## src/rtl/jt7759_romcache_if.sv

```systemverilog
// Bus bundle between jt7759 (byte ROM port) and the 16-bit memory request port.
// The cache sits on the slave modport; the ROM client plus memory form the master side.
interface jt7759_romcache_if;
  logic        rom_cs;
  logic [16:0] rom_addr;
  logic [7:0]  rom_data;
  logic        rom_ok;
  logic        mem_cs;
  logic [15:0] mem_addr;
  logic [15:0] mem_data;
  logic        mem_ok;

  modport master (
    output rom_cs, rom_addr, mem_data, mem_ok,
    input  rom_data, rom_ok, mem_cs, mem_addr
  );

  modport slave (
    input  rom_cs, rom_addr, mem_data, mem_ok,
    output rom_data, rom_ok, mem_cs, mem_addr
  );
endinterface

```

## src/rtl/jt7759_romcache.sv

```systemverilog
// Byte-to-word ROM fetch adapter: current-word cache plus optional sequential prefetch.
// Define JT7759_PREFETCH_EN to enable the prefetch entry and PREFETCH state.
module jt7759_romcache (
  input  logic              clk,
  input  logic              rst,
  jt7759_romcache_if.slave  bus
);

  typedef enum logic [1:0] {
    StIdle,
    StFetch
`ifdef JT7759_PREFETCH_EN
    , StPrefetch
`endif
  } state_e;

  state_e      state_q;
  logic [15:0] cur_tag_q, cur_data_q;
  logic        cur_valid_q;
  logic        mem_cs_q;
  logic [15:0] mem_addr_q;

  logic [15:0] w;
  logic        cur_hit;

  assign w       = bus.rom_addr[16:1];
  assign cur_hit = cur_valid_q & (cur_tag_q == w);

  assign bus.rom_ok   = bus.rom_cs & cur_hit;
  assign bus.rom_data = bus.rom_addr[0] ? cur_data_q[15:8] : cur_data_q[7:0];
  assign bus.mem_cs   = mem_cs_q;
  assign bus.mem_addr = mem_addr_q;

`ifdef JT7759_PREFETCH_EN
  logic [15:0] pre_tag_q, pre_data_q;
  logic        pre_valid_q;
  logic        pre_hit;

  assign pre_hit = pre_valid_q & (pre_tag_q == w);
`endif

  always_ff @(posedge clk) begin
    if (rst) begin
      state_q     <= StIdle;
      cur_tag_q   <= '0;
      cur_data_q  <= '0;
      cur_valid_q <= 1'b0;
      mem_cs_q    <= 1'b0;
      mem_addr_q  <= '0;
`ifdef JT7759_PREFETCH_EN
      pre_tag_q   <= '0;
      pre_data_q  <= '0;
      pre_valid_q <= 1'b0;
`endif
    end else begin
      unique case (state_q)
        StIdle: begin
          if (bus.rom_cs && !cur_hit) begin
`ifdef JT7759_PREFETCH_EN
            if (pre_hit) begin
              // Promote the prefetched word; mem_cs stays low for the gap cycle.
              cur_tag_q   <= pre_tag_q;
              cur_data_q  <= pre_data_q;
              cur_valid_q <= 1'b1;
              pre_valid_q <= 1'b0;
              state_q     <= StPrefetch;
            end else
`endif
            begin
              mem_cs_q   <= 1'b1;
              mem_addr_q <= w;
              state_q    <= StFetch;
            end
          end
        end

        StFetch: begin
          if (bus.mem_ok) begin
            cur_tag_q   <= mem_addr_q;
            cur_data_q  <= bus.mem_data;
            cur_valid_q <= 1'b1;
            mem_cs_q    <= 1'b0;
`ifdef JT7759_PREFETCH_EN
            state_q     <= StPrefetch;
`else
            state_q     <= StIdle;
`endif
          end
        end

`ifdef JT7759_PREFETCH_EN
        StPrefetch: begin
          if (!mem_cs_q) begin
            mem_cs_q   <= 1'b1;
            mem_addr_q <= cur_tag_q + 16'd1;
          end else if (bus.mem_ok) begin
            mem_cs_q <= 1'b0;
            if (bus.rom_cs && (w == mem_addr_q)) begin
              // The in-flight word is the one now wanted: it becomes CUR and
              // prefetching continues from the word after it.
              cur_tag_q   <= mem_addr_q;
              cur_data_q  <= bus.mem_data;
              cur_valid_q <= 1'b1;
            end else begin
              pre_tag_q   <= mem_addr_q;
              pre_data_q  <= bus.mem_data;
              pre_valid_q <= 1'b1;
              state_q     <= StIdle;
            end
          end
        end
`endif

        default: begin
          mem_cs_q <= 1'b0;
          state_q  <= StIdle;
        end
      endcase
    end
  end

endmodule
```

## src/flat_wrapper.sv

```systemverilog
// flat-port wrapper written by rule: the top's interface ports become plain ports
module jt7759_romcache_flat 
  (clk, rst, bus_rom_cs, bus_rom_addr, bus_mem_data, bus_mem_ok, bus_rom_data, bus_rom_ok, bus_mem_cs, bus_mem_addr);
  jt7759_romcache_if bus_i ();
  input  logic clk;
  input  logic rst;
  input wire logic [$bits(bus_i.rom_cs)-1:0] bus_rom_cs;
  input wire logic [$bits(bus_i.rom_addr)-1:0] bus_rom_addr;
  input wire logic [$bits(bus_i.mem_data)-1:0] bus_mem_data;
  input wire logic [$bits(bus_i.mem_ok)-1:0] bus_mem_ok;
  output wire logic [$bits(bus_i.rom_data)-1:0] bus_rom_data;
  output wire logic [$bits(bus_i.rom_ok)-1:0] bus_rom_ok;
  output wire logic [$bits(bus_i.mem_cs)-1:0] bus_mem_cs;
  output wire logic [$bits(bus_i.mem_addr)-1:0] bus_mem_addr;
  assign bus_i.rom_cs = bus_rom_cs;
  assign bus_i.rom_addr = bus_rom_addr;
  assign bus_i.mem_data = bus_mem_data;
  assign bus_i.mem_ok = bus_mem_ok;
  assign bus_rom_data = bus_i.rom_data;
  assign bus_rom_ok = bus_i.rom_ok;
  assign bus_mem_cs = bus_i.mem_cs;
  assign bus_mem_addr = bus_i.mem_addr;
  jt7759_romcache u_core (.clk(clk), .rst(rst), .bus(bus_i));
endmodule
```

## config.mk

```make
export PLATFORM = sky130hd
export DESIGN_NAME = jt7759_romcache_flat
export DESIGN_NICKNAME = d
export VERILOG_FILES = /design/src/rtl/jt7759_romcache_if.sv /design/src/rtl/jt7759_romcache.sv /design/src/flat_wrapper.sv
export SDC_FILE = /design/constraint.sdc
export NUM_CORES = 1
export LEC_CHECK = 0
export ABC_AREA = 1
export CAP_MARGIN = 10
export CORE_UTILIZATION = 52
export DETAILED_ROUTE_END_ITERATION = 7
export GPL_TIMING_DRIVEN = 0
export PLACE_DENSITY = 0.92
export SETUP_SLACK_MARGIN = 0.2
export SLEW_MARGIN = 10
export SYNTH_ARGS = -nofsm -noshare
export SYNTH_HDL_FRONTEND = slang
export SYNTH_SLANG_ARGS = --single-unit
export TNS_END_PERCENT = 10
```

## constraint.sdc

```tcl
create_clock -name clk -period 3.3 [get_ports clk]
set_clock_uncertainty 0.05 [all_clocks]
set_input_delay 0.66 -clock clk [delete_from_list [all_inputs] [get_ports clk]]
set_output_delay 0.66 -clock clk [all_outputs]
set_load 0.01 [all_outputs]
```

==> results.md <==
| Parameter | Value | Unit |
|:---|:---|:---|
| Status | complete, no violations | - |
| Max Clock Freq | 335 | MHz |
| Share of layout cells above drive strength 1 | 8.70 | % |
| Number of setup violations in the final report | 0 | - |
| Chip Height | 69.8 | µm |
| Class of the worst hold path | reg2reg | - |
| Logic pwr share | 21.3 | % |
| Register-to-register setup slack | 1.72 | ns |
| Unique masters post-synth | 21 | - |
| Pwr/cell area | 406 | nW/µm² |
| Total of hold buffers inserted after clock tree synthesis | 0 | - |
| Number of nets in the layout | 451 | - |
| Total clock buffers created by CTS | 5 | - |
| Core box area | 4380 | µm² |
| Static leakage power | 1.30 | nW |
| Initial antenna violation count | 0 | - |
| Number of antenna cells inserted | 0 | - |
| TritonCTS clock tree | done | - |
| Relative contribution of sequential cells to total power | 52.0 | % |
| Wirelength per Cell | 13.8 | µm |
| Net switching power of the design | 0.362 | mW |
| Slew headroom | 61.1 | % |
| Layout overhead on the synthesized area | 32.2 | % |
| Final worst path period need | 2.98 | ns |
| HPWL reported at the end of detailed placement | 4820 | µm |
| Via-to-Cell Ratio | 5.37 | - |
| Clk slew on worst S/H paths | 0.09 | ns |
| Placer Congestion | 0.919 | - |
| Number of buffers on the longest clock path | 2 | - |
| Clock Power Share | 26.7 | % |
| Classification of the worst setup path | in2out | - |
| Area share of the leading cell type in the synthesized netlist | 41.8 | % |
| Hold Path Depth | 2 | - |
| Worst R2R Path Depth | 7 | - |
| CP required | 2.59 | ns |
| Number of slew-limit violations in the final report | 0 | - |
| Io pins | 63 | - |
| Total iterations of the first detailed-routing run | 5 | - |
| CTS H-tree lvls | 2 | - |
| Arrival @ worst endpoint | 2.27 | ns |
| Post-route antenna net violation count | 0 | - |
| Vias in the first global route | 2351 | - |
| Maximum VDD drop | 0.308 | mV |
| Placed Area | 3080 | µm² |
| Nature of the critical path startpoint | input port | - |
| Cell type with the largest total area after synthesis | dfxtp_1 | - |
| Maximum number of pins on one net before global-route repair | 16 | - |
| Number of setup buffers added after CTS | 0 | - |
| Syn Std Cell Area | 2390 | µm² |
| Global-route wire length before repair | 10600 | µm |
| Number of resized instances in the post-cts repair step | 1 | - |
| Part of the cycle the worst path needs | 90.3 | % |
| Via count of the routed design | 2501 | - |
| Wire length reported by the detailed router | 6450 | µm |
| Highest-count cells in the layout ignoring fill and taps | nand2_1 (64), clkdlybuf4s50_1 (61), nor2_1 (55) | - |
| DRC violation count after routing | 0 | - |
| Insertion delay of the later-clocked pin in the worst-skew pair | 0.30 | ns |
| Maximum Capacitance Violations | 0 | - |
| Initial Util | 54.6 | % |
| Count of synthesis-stage warnings from yosys | 0 | - |
| Least-Margin Pin Slew | 0.583 | ns |
| Switching fraction of total power | 28.2 | % |
| Number of clock sinks | 50 | - |
| Die ar. | 4880 | µm² |
| GR Overflow Total | 0 | - |
| Width of the chip | 69.8 | µm |
| Leading post-synthesis cells by cell area | dfxtp_1 (42%), nand2_1 (10%), o21ai_0 (9.0%) | - |
| Critical Path End Type | output port | - |
| RSZ-0062 raised after global routing | true | - |
| Post-Syn Area per Cell | 6.93 | µm² |
| Worst path setup slack after routing | 0.319 | ns |
| Cell at the root of the clock tree | clkbuf_8 | - |
| Final setup TNS | 0 | ns |
| Leading cell type in the layout, fill and taps excluded | nand2_1 | - |
| #FFs+latches synth | 50 | - |
| Number of standard cells after synthesis | 345 | - |
| Rows | 24 | - |
| Gr usage total | 27.5 | % |
| Final Hold Fails | 0 | - |
| Pre-CTS setup slack | 0.125 | ns |
| Post-layout util | 72.1 | % |
| Final non-filler cell area | 3160 | µm² |
| Drt first-iter violations | 188 | - |
| Int Power | 0.922 | mW |
| Register area share after synthesis | 41.8 | % |
| Number of input and output port buffers inserted | 62 | - |
| Maximum fanout along the worst path | 10 | - |
| Number of nets produced by synthesis | 382 | - |
power by group through the flow:
stage                     registers (mW)  clock network [mW]  logic [mW]
after floorplan                    0.684                   0       0.135
after global placement             0.679                   0       0.263
after detailed placement           0.681                   0       0.270
after CTS                          0.668               0.347       0.271
after global routing               0.673               0.379       0.300
final                              0.668               0.343       0.273
cell families (layout without fill, tap and decap cells):
family,Yosys count,after routing,synth area share [%]
DFF,50,50,41.8
buffers and inverters,60,129,10.7
AOI/OAI and AO/OA,85,85,18.0
xor gates and xnor gates,4,4,1.46
and+or+nand+nor,146,146,28.0
final cells by class:
cell class / instances / area, µm²
clock inverters: 2 / 15.0
plain buffers: 18 / 100
multi-input cells: 235 / 1130
repair buffers: 62 / 619
inverters: 42 / 158
well taps: 52 / 65.1
fillers: 361 / 1220
flip-flops and latches: 50 / 1000
clock buffers: 5 / 68.8
layer usage:
layer  GRT usage [%]  routed length, µm  up-vias
met5               0                  0        -
met4            10.7                129        0
li1                -                  -     1231
met2            46.9               3140       99
met3            5.38                371       15
met1            33.9               2820     1156
stage by stage:
stage	hold WS (ns)	instances	power (mW)
2_1_floorplan	0.374	345	0.819
3_3_place_gp	0.385	459	0.942
3_5_place_dp	0.393	459	0.951
4_1_cts	0.406	466	1.29
5_1_grt	0.420	466	1.35
6_report	0.404	466	1.28
flip-flops by register name, summed over array words and instances, names as in the netlist:
name,cells
u_core.cur_valid_q,1
u_core.cur_data_q,16
u_core.cur_tag_q,16
u_core.state_q,1
u_core.bus.mem_addr,16
cells in the mapped netlist (all sizes together):
cell    instances
buf             6
nand3          21
nor2           57
inv            42
or2             1
dfxtp          50
a211oi          1
nand4           1
nor3b           2
o21ai          43
xnor2           4
a21oi          40
o211ai          1
clkbuf         12
nand2          64
worst max-delay path, stage by stage:
cell and delay [ns]:
clkdlybuf4s50_1 0.59, clkbuf_2 0.27, nand2_1 0.09, o21ai_0 0.09
clkdlybuf4s50_1 0.57
worst paths after layout:
kind	from	endpoint
worst max-delay path	bus_rom_addr[0]	bus_rom_data[4]
worst min-delay path	u_core.cur_data_q[2]	u_core.cur_data_q[2]
worst max register to register	u_core.cur_tag_q[12]	u_core.bus.mem_addr[4]
worst min register to register	u_core.cur_data_q[2]	u_core.cur_data_q[2]
(Power assumes the default switching activity.)
